<file path="src/rtl/seg_pkg.sv">
// seg_pkg: shared state encoding and segment/digit constants for the 4-digit scan controller
package seg_pkg;
  typedef enum logic [1:0] {IDLE, DRIVE, BLANK} state_e;
  localparam logic [6:0] SEG_0    = 7'h3F;
  localparam logic [6:0] SEG_1    = 7'h06;
  localparam logic [6:0] SEG_2    = 7'h5B;
  localparam logic [6:0] SEG_3    = 7'h4F;
  localparam logic [6:0] SEG_4    = 7'h66;
  localparam logic [6:0] SEG_5    = 7'h6D;
  localparam logic [6:0] SEG_6    = 7'h7D;
  localparam logic [6:0] SEG_7    = 7'h07;
  localparam logic [6:0] SEG_8    = 7'h7F;
  localparam logic [6:0] SEG_9    = 7'h6F;
  localparam logic [6:0] SEG_DASH = 7'h40;
  localparam logic [6:0] SEG_OFF  = 7'h00;
  localparam logic [3:0] DIG_OFF  = 4'hF;
endpackage

</file>
<file path="src/rtl/seg7_dec.sv">
// seg7_dec: BCD nibble to active-high a..g segments; non-decimal nibbles show a dash
module seg7_dec
  import seg_pkg::*;
(
  input  logic [3:0] nib_i,
  output logic [6:0] seg_o
);
  always_comb begin
    case (nib_i)
      4'd0:    seg_o = SEG_0;
      4'd1:    seg_o = SEG_1;
      4'd2:    seg_o = SEG_2;
      4'd3:    seg_o = SEG_3;
      4'd4:    seg_o = SEG_4;
      4'd5:    seg_o = SEG_5;
      4'd6:    seg_o = SEG_6;
      4'd7:    seg_o = SEG_7;
      4'd8:    seg_o = SEG_8;
      4'd9:    seg_o = SEG_9;
      default: seg_o = SEG_DASH;
    endcase
  end
endmodule

</file>
<file path="src/rtl/seg_scan_ctrl.sv">
// seg_scan_ctrl: multiplexed 4-digit 7-segment scanner with frame-synchronous value updates.
// Define SEG_LZ_BLANK_EN to blank leading zeros on digits 3..1.
module seg_scan_ctrl
  import seg_pkg::*;
#(
  parameter int SCAN_DIV  = 4,
  parameter int BLANK_CYC = 1
) (
  input  logic        clk1k,
  input  logic        rst_n,
  input  logic        en,
  input  logic        upd_valid,
  input  logic [15:0] upd_data,
  output logic        upd_ready,
  output logic [6:0]  seg,
  output logic [3:0]  dig,
  output logic        frame_end
);
  localparam logic [7:0] DRIVE_LAST = 8'(SCAN_DIV - 1);
  localparam logic [7:0] BLANK_LAST = 8'(BLANK_CYC - 1);

  state_e      state_q, state_d;
  logic [1:0]  idx_q, idx_d;
  logic [7:0]  cnt_q, cnt_d;
  logic [15:0] disp_q, disp_d, pend_q, pend_d;
  logic        pend_vld_q, pend_vld_d;
  logic [6:0]  seg_q, seg_d, dec_seg;
  logic [3:0]  dig_q, dig_d, nib;
  logic        fe_q, fe_d, take, load, shown;

  always_ff @(posedge clk1k or negedge rst_n) begin
    if (!rst_n) begin
      state_q <= IDLE;
      idx_q   <= '0;
      cnt_q   <= '0;
    end else begin
      state_q <= state_d;
      idx_q   <= idx_d;
      cnt_q   <= cnt_d;
    end
  end

  always_comb begin
    state_d = state_q;
    idx_d   = idx_q;
    cnt_d   = cnt_q + 8'd1;
    if (!en || (state_q != DRIVE && state_q != BLANK)) begin
      state_d = en ? DRIVE : IDLE;
      idx_d   = '0;
      cnt_d   = '0;
    end else if (state_q == DRIVE && cnt_q == DRIVE_LAST) begin
      state_d = BLANK;
      cnt_d   = '0;
    end else if (state_q == BLANK && cnt_q == BLANK_LAST) begin
      state_d = DRIVE;
      idx_d   = idx_q + 2'd1;
      cnt_d   = '0;
    end
  end

  // Pending value only reaches the display at a frame boundary or while idle.
  assign take       = upd_valid & ~pend_vld_q;
  assign load       = (state_q == IDLE || fe_q) && pend_vld_q;
  assign pend_d     = take ? upd_data : pend_q;
  assign pend_vld_d = take | (pend_vld_q & ~load);
  assign disp_d     = load ? pend_q : disp_q;
  assign nib        = 4'(disp_d >> {idx_d, 2'b00});

  seg7_dec u_dec (.nib_i(nib), .seg_o(dec_seg));

`ifdef SEG_LZ_BLANK_EN
  logic [3:0] lz;
  assign lz[3] = disp_d[15:12] == 4'd0;
  assign lz[2] = lz[3] & (disp_d[11:8] == 4'd0);
  assign lz[1] = lz[2] & (disp_d[7:4] == 4'd0);
  assign lz[0] = 1'b0;
  assign shown = ~lz[idx_d];
`else
  assign shown = 1'b1;
`endif

  // Outputs are computed from next state so the registered values line up with state_q.
  always_comb begin
    dig_d = (state_d == DRIVE) ? ~(4'b0001 << idx_d) : DIG_OFF;
    seg_d = (state_d == DRIVE && shown) ? dec_seg : SEG_OFF;
    fe_d  = state_d == BLANK && idx_d == 2'd3 && cnt_d == BLANK_LAST;
  end

  always_ff @(posedge clk1k or negedge rst_n) begin
    if (!rst_n) begin
      disp_q     <= '0;
      pend_q     <= '0;
      pend_vld_q <= 1'b0;
      seg_q      <= SEG_OFF;
      dig_q      <= DIG_OFF;
      fe_q       <= 1'b0;
    end else begin
      disp_q     <= disp_d;
      pend_q     <= pend_d;
      pend_vld_q <= pend_vld_d;
      seg_q      <= seg_d;
      dig_q      <= dig_d;
      fe_q       <= fe_d;
    end
  end

  assign upd_ready = ~pend_vld_q;
  assign seg       = seg_q;
  assign dig       = dig_q;
  assign frame_end = fe_q;
endmodule
</file>
<file path="config.mk">
export PLATFORM = sky130hd
export DESIGN_NAME = seg_scan_ctrl
export DESIGN_NICKNAME = d
export VERILOG_FILES = /design/src/rtl/seg_pkg.sv /design/src/rtl/seg7_dec.sv /design/src/rtl/seg_scan_ctrl.sv
export SDC_FILE = /design/constraint.sdc
export NUM_CORES = 1
export LEC_CHECK = 0
export BUFFER_PORTS_ARGS = -buffer_cell sky130_fd_sc_hd__buf_2
export CORE_MARGIN = 4
export CORE_UTILIZATION = 62
export CTS_CLUSTER_DIAMETER = 60
export CTS_CLUSTER_SIZE = 8
export DETAILED_ROUTE_END_ITERATION = 8
export PLACE_DENSITY = 0.93
export SLEW_MARGIN = 20
export SYNTH_ARGS = -nofsm -noshare
export SYNTH_HDL_FRONTEND = slang
export SYNTH_SLANG_ARGS = --single-unit
</file>
<file path="constraint.sdc">
create_clock -name clk1k -period 7 [get_ports clk1k]
set_clock_uncertainty 0.15 [all_clocks]
set_input_delay 0.7 -clock clk1k [delete_from_list [all_inputs] [get_ports clk1k]]
set_output_delay 0.7 -clock clk1k [all_outputs]
set_load 0.03 [all_outputs]
</file>
==> results of run 1 <==
==> state kept, by name, summed over array words and instances, names as in the netlist <==
name	flops
disp_q	16
pend_q	16
cnt_q	8
seg	7
dig	4
idx_q	2
state_q	2
frame_end	1
pend_vld_q	1
==> layer usage <==
metal	vias to the layer above	wire, µm
li1	873	-
met1	915	2300
met2	48	2640
met3	12	303
met4	0	90
met5	-	0
==> kinds of logic (layout without fill, tap and decap cells) <==
| logic type | Yosys count | in the layout | synth area share (%) |
|---|---|---|---|
| AND/OR/NAND/NOR | 61 | 61 | 12.0 |
| buffers and inverters | 22 | 62 | 3.90 |
| XOR/XNOR | 7 | 7 | 2.25 |
| adder cells (fa/ha/maj) | 9 | 9 | 4.13 |
| flip-flops | 57 | 57 | 52.5 |
| AO/OA/AOI/OAI | 28 | 28 | 7.90 |
| multiplexers | 42 | 42 | 17.3 |
==> per-stage QoR <==
step           utilization [%]  hold slack, ps  area (µm²)
2_1_floorplan                -             254        2720
3_3_place_gp              70.6             323        2900
3_5_place_dp              70.6             320        2900
4_1_cts                   76.1             334        3130
5_1_grt                   76.1             359        3130
6_report                  76.1             331        3130
==> final cells by class <==
type                            count  area, µm²  area share, %
Timing Repair Buffer               34        175           5.59
Sequential cell                    57       1430           45.7
Clock inverter                      2       60.1           1.92
Clock buffer                       13        169           5.39
Tap cell                           50       62.6           2.00
Inverter                           13       48.8           1.56
Multi-Input combinational cell    147       1190           37.9
==> layout by cell type (no fill, tap or decap), drive strengths merged, types with 2 or more instances in the layout <==
| cell type | count |
|---|---|
| a222oi | 3 |
| bufinv | 2 |
| dfstp | 4 |
| and2 | 3 |
| o32ai | 3 |
| xnor2 | 3 |
| nor3b | 2 |
| nand2 | 16 |
| a41oi | 2 |
| mux2i | 8 |
| mux2 | 34 |
| o21ai | 6 |
| inv | 13 |
| or3 | 2 |
| nand4 | 2 |
| nor2 | 15 |
| clkbuf | 13 |
| nand3 | 8 |
| a21oi | 3 |
| and3 | 4 |
| buf | 34 |
| ha | 9 |
| xor2 | 4 |
| dfrtp | 53 |
| nor3 | 3 |
| o21a | 2 |
| a21o | 2 |
==> final timing paths <==
kind	end	slack (ps)
max	seg[2]	3080
min	disp_q[4]	330
max reg2reg	seg[2]	3080
min reg2reg	disp_q[4]	330
max in group asynchronous	idx_q[0]	5890
min in group asynchronous	pend_q[15]	350
==> worst max-delay path, cell delays in order, from the launching register on <==
cell	delay [ps]
dfrtp_1	400
inv_1	90
ha_1	190
o21ai_2	700
mux2_2	420
mux2_2	270
a222oi_1	820
inv_1	170
ha_1	250
a21o_2	190
a21oi_1	180
==> report_power, final <==
group          total (mW)  internal [mW]  switching [mW]
sequential          0.463          0.426          0.0371
combinational       0.329          0.143           0.186
clock               0.346          0.228           0.119
==> impl_metrics.ini, run 1 <==
[layout]
fillerInstances = 270
nets = 291
antennaDiodeCount = 0
drive_gt1_share_pct = 36.8
instances_no_fill = 316
syn2layout_area_growth_pct = 15.0

[timing]
fin_tns_setup_ps = 0
rsz0062_at_grt = no
max_freq_mhz = 255
tightest_slew_ps = 1060
fin_ws_ps = 3080
hold_viol_final = 0
setup_viol = 0
fin_crit_sh_pct = 56.0
min_period_ps = 3920
relSlewSlack_pct = 29.3
slew_viol_final = 0

[routing]
vias_per_cell = 5.85
routed_wl_um = 5330
drt-wirelength-per-cell_um = 16.9
drcViolationCount = 0
drt_iter0_markers = 86
num_vias = 1848
ant_nets = 0
first_pass_iters = 4

[floorplanning]
ios = 33
core-area_mm2 = 0.00412
fp.dieW_um = 74.3
rows = 23
dieHeight_um = 74.3
die_area_mm2 = 0.00552
start_util_pct = 66.2

[placement]
port_buffers = 32
pre_cts_ws_ps = 3160
gp_congestion = 0.869
dp_hpwl_um = 3590
placedCellCount = 301

[yosys]
avgSynthCellArea_um2 = 12.1
ys_warn_count = 0
syn_nets = 255
yosysUniqueCellTypes = 46
yosys-top-cells-area = dfrtp_1 49%, mux2_2 13%, ha_1 4.1%, dfstp_2 3.9%, mux2i_1 2.9%
synth_top_area_share_pct = 48.7
ys_seq_area_share_pct = 52.5
ys_top_cells_by_count = 53 x dfrtp_1, 32 x mux2_2, 16 x nand2_1, 15 x nor2_1, 13 x inv_1
synth_area_mm2 = 0.00272
synth_top_area_cell = dfrtp_1
post-synth-top-count-cell = dfrtp_1
synthCells = 226
synth_edf_count = 0
yosys_most_used_dff = dfrtp_1
ys_ff_latch = 57
synthArstFlopShare_pct = 100

[outcome]
run_status = finished, final reports clean

[global_route]
use_met2_pct = 33.8
grt_antenna_before_repair = 0
grt_pass1_wl_um = 8710
grt_use_total_pct = 21.4
met1_usage_pct = 27.7
grt-ovfl-total = 0
grt_pass1_vias = 1799
grt_busiest_layer = met2
grt_max_degree = 58
grtUsageMet3_pct = 7.84

[cts]
cts.path.max_buffers = 2
clk_latency_ps = 330
cts_tree = done
cts_resized = 0
numCtsBuffers = 9
cts_root_buf = clkbuf_8
cts_hold_buf = 0
cts_sinks = 57
htree_num_levels = 3
clkTransAtPathRegs_ps = 60
post_cts_buffers = 0

[min_path]
hold_class = flip-flop to flip-flop
min_from = disp_q[4]
holdPathStages = 2

[critical_path]
endpoint_kind = flip-flop
reg2reg_depth = 10
worstPathRequired_ps = 7090
start_kind = flip-flop
crit_type = flip-flop to flip-flop
crit_fanout = 17
r2r-start = state_q[1]
crit_start = state_q[1]
crit_arrival_ps = 4000

[flow_run]
drv_cap = 0

[pwr]
power_mw = 1.14
irDropWorstVdd_mv = 0.191
power.density_mw_per_mm2 = 363
power.leakage_nw = 1.45
Note: power is estimated with default switching activity, not from simulation.
==> inputs of run 2 (changes only) <==
--- a/config.mk
+++ b/config.mk
@@ -5,13 +5,14 @@
 export SDC_FILE = /design/constraint.sdc
 export NUM_CORES = 1
 export LEC_CHECK = 0
+export ABC_AREA = 1
 export BUFFER_PORTS_ARGS = -buffer_cell sky130_fd_sc_hd__buf_2
 export CORE_MARGIN = 4
-export CORE_UTILIZATION = 62
+export CORE_UTILIZATION = 57
 export CTS_CLUSTER_DIAMETER = 60
 export CTS_CLUSTER_SIZE = 8
 export DETAILED_ROUTE_END_ITERATION = 8
-export PLACE_DENSITY = 0.93
+export PLACE_DENSITY = 0.87
 export SLEW_MARGIN = 20
 export SYNTH_ARGS = -nofsm -noshare
 export SYNTH_HDL_FRONTEND = slang
==> constraint.sdc (replaced) <==
create_clock -name clk1k -period 3.9 [get_ports clk1k]
set_clock_uncertainty 0.15 [all_clocks]
set_input_delay 0.39 -clock clk1k [delete_from_list [all_inputs] [get_ports clk1k]]
set_output_delay 0.39 -clock clk1k [all_outputs]
set_load 0.03 [all_outputs]
==> run 2 against run 1 <==
Net effect:
- the flow now finishes with violations (negative hold slack)
- register-to-register slack got worse by 2100 ps
- synthesized cell count increased by 27%
- critical path depth increased by 6
- critical endpoint is now seg[4]
- utilization decreased by 6.4 points
- combinational power increased by 71%
- clock-buffer cell count decreased by 1
- worst hold slack got worse by 340 ps
- global-route usage decreased by 2.7 points
- die area increased by 8.5%
- cell count increased by 21%
==> impl_metrics.ini, run 2 <==
[pwr]
irDropWorstVdd_mv = 0.373
netSwitchingFraction_pct = 33.3
power.leakage_nw = 1.62
p_comb_share_pct = 29.3
p_seq_share_pct = 42.5
p_sw_mw = 0.642
power.density_mw_per_mm2 = 613
clock_power_share_pct = 28.2
p_int_mw = 1.28

[timing]
fin_tns_setup_ps = 0
fin_crit_sh_pct = 74.2
max_freq_mhz = 346
hold_ws_ps = -13.3
min_period_ps = 2890
slew_viol_final = 0
relSlewSlack_pct = 47.0
rsz0062_at_grt = no
tightest_slew_ps = 795
hold_viol_final = 37
setup_viol = 0

[floorplanning]
fp.dieW_um = 77.4
die_area_mm2 = 0.00599
ios = 33
rows = 24
start_util_pct = 60.9
core-area_mm2 = 0.00450
dieHeight_um = 77.4

[yosys]
ys_seq_area_share_pct = 52.2
ys_ff_latch = 57
avgSynthCellArea_um2 = 9.56
ys_warn_count = 0
synth_edf_count = 0
synth_area_mm2 = 0.00274
synth_top_area_share_pct = 48.4
yosys-top-cells-area = dfrtp_1 48%, nand2_1 12%, mux2_2 6.6%, ha_1 4.1%, nor2_1 4.0%
synthArstFlopShare_pct = 100
syn_nets = 316
synthCells = 287
yosys_most_used_dff = dfrtp_1
synth_top_area_cell = dfrtp_1
ys_top_cells_by_count = 85 x nand2_1, 53 x dfrtp_1, 29 x nor2_1, 24 x inv_1, 16 x mux2_2
post-synth-top-count-cell = nand2_1
yosysUniqueCellTypes = 30

[routing]
ant_nets = 0
drt_iter0_markers = 75
num_vias = 1971
first_pass_iters = 4
vias_per_cell = 5.15
drt-wirelength-per-cell_um = 12.8
drcViolationCount = 0
routed_wl_um = 4890

[layout]
reg_top3 = disp_q (16), pend_q (16), cnt_q (8)
fillerInstances = 335
register_area_mm2 = 0.00143
syn2layout_area_growth_pct = 14.6
instances_no_fill = 383
mostFrequentLayoutCell = nand2_1
most-common-layout-cells = 85 x nand2_1, 53 x dfrtp_1, 32 x buf_2
antennaDiodeCount = 0
nets = 356
drive_gt1_share_pct = 29.3
multi_input_area_mm2 = 0.00117

[critical_path]
crit_start = state_q[0]
cp_top_family = simple AND/OR/NAND/NOR gates
endpoint_kind = flip-flop
worstPathCellList = inv_1 > ha_1 > o21ai_2 > inv_2 > nand2_1 > nand2_1 > nand4_1 > nand2_1 > nand2_1 > nand2_1 > inv_1 > ha_1 > nand3_1 > a21oi_1 > nand2_1 > inv_1
crit_type = flip-flop to flip-flop
worstPathRequired_ps = 4030
slowest_stage = o21ai_2
r2r-start = state_q[0]
crit_arrival_ps = 3030
r2r_slack_ps = 1010
cp_num_buf_inv = 4
slowest_delay_ps = 560
crit_fanout = 17
crit_top_cell = nand2_1
start_kind = flip-flop

[placement]
gp_congestion = 0.845
dp_hpwl_um = 3570
port_buffers = 32
placedCellCount = 368

[cts]
clkTransAtPathRegs_ps = 60
numCtsBuffers = 9
cts_tree = done
cts_sinks = 57
clk_latency_ps = 340
cts.path.max_buffers = 2
cts_hold_buf = 0
post_cts_buffers = 0
cts_root_buf = clkbuf_8
cts_resized = 0
htree_num_levels = 3

[outcome]
violations = negative hold slack
run_status = complete, but fails checks

[global_route]
grt_pass1_wl_um = 8780
grt-ovfl-total = 0
grt_use_total_pct = 18.7
grt_antenna_before_repair = 0
grt_max_degree = 39
grt_pass1_vias = 1999

[flow_run]
drv_cap = 0

[min_path]
hold_class = input port to asynchronous set/reset pin
run 2: changes by cell type after synthesis, moves of 4 or more:
cell,previous run,this run
nand2_1,16,85
nand2_4,0,5
mux2_2,32,16
mux2i_1,8,0
inv_1,13,24
clkbuf_1,5,1
inv_2,0,4
nor2_1,15,29
nand4_1,2,9
nand2_2,0,9
run 2: worst register-to-register path, stage by stage (launching register included):
cell and delay, ps:
dfrtp_1 360, inv_1 70, ha_1 200, o21ai_2 560, inv_2 280, nand2_1 120, nand2_1 80, nand4_1 110
nand2_1 70, nand2_1 50, nand2_1 100, inv_1 120, ha_1 190, nand3_1 120, a21oi_1 150, nand2_1 70
inv_1 40
run 2: cell families (layout without fill, tap and decap cells):
kind of cell	Yosys count	count (layout)	share of synthesized area [%]
simple gates	161	161	29.1
flops	57	57	52.2
buf+inv	33	77	5.20
mux	16	16	6.57
fa+ha+maj	9	9	4.11
compound gates	8	8	1.87
xor+xnor	3	3	0.958
run 2: final cells by class:
class / count / share of cell area [%]
Multi-Input combinational cell: 197 / 37.2
Clock inverter: 3 / 1.27
Clock buffer: 12 / 4.94
Sequential cell: 57 / 45.6
Inverter: 29 / 3.62
Tap cell: 52 / 2.07
Timing Repair Buffer: 33 / 5.34
run 2: per-stage QoR:
stage	utilization [%]	total power [mW]	setup WS, ps	cell area [µm²]
5_1_grt	69.8	2.06	589	3140
3_5_place_dp	65.4	1.39	1040	2950
6_report	69.8	1.93	1010	3140
4_1_cts	69.8	1.94	1010	3140
3_3_place_gp	65.4	1.37	1130	2950
2_1_floorplan	-	1.25	1560	2740
run 2: final timing paths:
kind | endpoint | cells past startpoint
max | seg[4] | 16
min | pend_q[7] | 1
max reg2reg | seg[4] | 16
min reg2reg | disp_q[5] | 2
max in group asynchronous | dig[0] | 2
min in group clk1k | pend_q[8] | 2
run 2: power by group through the flow:
stage | clock [mW] | combinational (mW) | sequential, mW
after floorplan | 0 | 0.381 | 0.867
after global placement | 0 | 0.541 | 0.824
after detailed placement | 0 | 0.563 | 0.829
after CTS | 0.554 | 0.569 | 0.820
after global routing | 0.581 | 0.640 | 0.836
final | 0.543 | 0.564 | 0.819
run 2: metal layers:
metal | GRT usage [%] | share of wire [%]
met2 | 29.1 | 47
met4 | 10.7 | 2.3
met1 | 24.3 | 45
met5 | 0 | 0
met3 | 3.94 | 5.1
==> inputs of run 3 (changes only) <==
--- a/config.mk
+++ b/config.mk
@@ -5,7 +5,7 @@
 export SDC_FILE = /design/constraint.sdc
 export NUM_CORES = 1
 export LEC_CHECK = 0
-export ABC_AREA = 1
+export ABC_AREA = 0
 export BUFFER_PORTS_ARGS = -buffer_cell sky130_fd_sc_hd__buf_2
 export CORE_MARGIN = 4
 export CORE_UTILIZATION = 57
==> constraint.sdc (replaced) <==
create_clock -name clk1k -period 2.8 [get_ports clk1k]
set_clock_uncertainty 0.15 [all_clocks]
set_input_delay 0.28 -clock clk1k [delete_from_list [all_inputs] [get_ports clk1k]]
set_output_delay 0.28 -clock clk1k [all_outputs]
set_load 0.03 [all_outputs]
==> run 3 against run 2 <==
Net effect:
- the run ends with negative setup slack left
- first-iteration DRC count grew 63%
- clock power grew 48%
- utilization grew 7.2 points
- wire length up 17%
- critical path depth is 5 lower
- global-route usage is 1.1 points higher
- sequential cell count stayed put
- non-clock buffer count grew 26
- clock-buffer cell count grew 2
- highest routed layer unchanged
==> impl_metrics.ini, run 3 (same netlist as run 1, synthesis figures left out) <==
[routing]
drt-wirelength-per-cell_um = 16.6
num_vias = 1945
drt_iter0_markers = 122
routed_wl_um = 5710
first_pass_iters = 5
vias_per_cell = 5.65
drcViolationCount = 0
ant_nets = 0

[critical_path]
start_kind = flip-flop
endpoint_kind = flip-flop
crit_type = flip-flop to flip-flop
crit_fanout = 7
crit_arrival_ps = 2900
worstPathRequired_ps = 2860
reg2reg_depth = 11

[cts]
cts_tree = done
htree_num_levels = 3
cts_sinks = 57
clk_latency_ps = 340
cts_root_buf = clkbuf_8
clkTransAtPathRegs_ps = 70
cts.path.max_buffers = 2
numCtsBuffers = 9

[floorplanning]
core-area_mm2 = 0.00447
die_area_mm2 = 0.00595
rows = 24
ios = 33
fp.dieW_um = 77.1
start_util_pct = 60.9
dieHeight_um = 77.1

[placement]
dpl_cell_area_mm2 = 0.00300
gp_congestion = 0.874
dp_hpwl_um = 3590
port_buffers = 32
pre_cts_ws_ps = -133
placedCellCount = 313

[timing]
fin_crit_sh_pct = 102
tightest_slew_ps = 706
fin_ws_ps = -45.4
relSlewSlack_pct = 53.0
hold_viol_final = 0
slew_viol_final = 0
min_period_ps = 2850
max_freq_mhz = 351
setup_viol = 4
rsz0062_at_grt = yes

[layout]
most-common-layout-cells = 53 x dfrtp_1, 32 x buf_2, 29 x mux2_2
drive_gt1_share_pct = 47.3
nets = 316
instances_no_fill = 344
syn2layout_area_growth_pct = 26.4
mostFrequentLayoutCell = dfrtp_1
antennaDiodeCount = 0
utilization_pct = 77.0
reg_top3 = disp_q (16), pend_q (16), cnt_q (8)
design_area_mm2 = 0.00344

[pwr]
power_mw = 3.09
power.leakage_nw = 1.59
irDropWorstVdd_mv = 0.639
power.density_mw_per_mm2 = 898

[min_path]
hold_class = input port to flip-flop
holdPathStages = 2

[outcome]
run_status = complete, but fails checks
violations = negative setup slack

[global_route]
grt_use_total_pct = 19.8
grt_max_degree = 58
grt_pass1_vias = 1892
grt_pass1_wl_um = 9240
grt-ovfl-total = 0
grt_antenna_before_repair = 0

[flow_run]
drv_cap = 0
## run 3: cell types whose count changed in the layout (fill, tap and decap cells not counted), sizes merged, moves of 3 or more
cell,change
nand2,-84
buf,+24
mux2,+18
nor2,-18
inv,-15
mux2i,+8
nand4,-7
a222oi,+3
and3,+3
nand3,-3
o32ai,+3
xor2,+3
## run 3: path summary, 6_finish.rpt
check                       startpoint         end  slack, ps
min in group asynchronous        rst_n  pend_q[15]        440
min reg2reg                  disp_q[7]   disp_q[7]        340
max in group asynchronous        rst_n      seg[6]       1570
max reg2reg                 state_q[0]      seg[5]        -50
min                        upd_data[6]   pend_q[6]         10
max                         state_q[0]      seg[5]        -50
## run 3: stage by stage
step	hold slack (ps)	TNS, ps
global placement	307	0
global route	2.25	-930
detailed placement	306	-247
finish	15.0	-90.8
floorplan	-166	-521
CTS	4.24	0
## run 3: repair_timing
item / CTS / global route
gates resized for setup: 9 / 17
buffers inserted: 6 / 8
setup endpoints to repair: 6 / 7
gates cloned: 0 / 0
pin swaps: 5 / 4
endpoints found under the hold margin: 54 / 0
hold buffers: 2 / 0
## run 3: area by class of cell
type,instances,area (µm²)
timing repair buffer,59,387
fill,271,1030
inverter,13,48.8
sequential,57,1430
multi-input combinational,147,1300
clock inverter,2,35.0
tap,52,65.1
clock buffer,14,173
## run 3: where the power goes
group          switching, mW  total [mW]  internal [mW]
Combinational          0.575        1.13          0.552
Sequential            0.0965        1.16           1.07
Clock                  0.320       0.803          0.483
## run 3: routing by layer
layer / global-route usage [%] / vias up / share of wire [%]
met5: 0 / - / 0
met4: 6.23 / 0 / 0.74
met3: 8.08 / 7 / 5.3
met2: 31.0 / 52 / 51
met1: 25.1 / 969 / 42
li1: - / 917 / -
## run 3: worst max-delay path, stage by stage (launching register included)
cell	delay [ps]
dfrtp_1	360
inv_2	70
ha_4	160
o21ai_4	230
buf_4	160
buf_6	80
mux2_2	340
mux2_2	270
a221o_2	370
buf_4	190
mux2i_2	220
o32ai_2	120
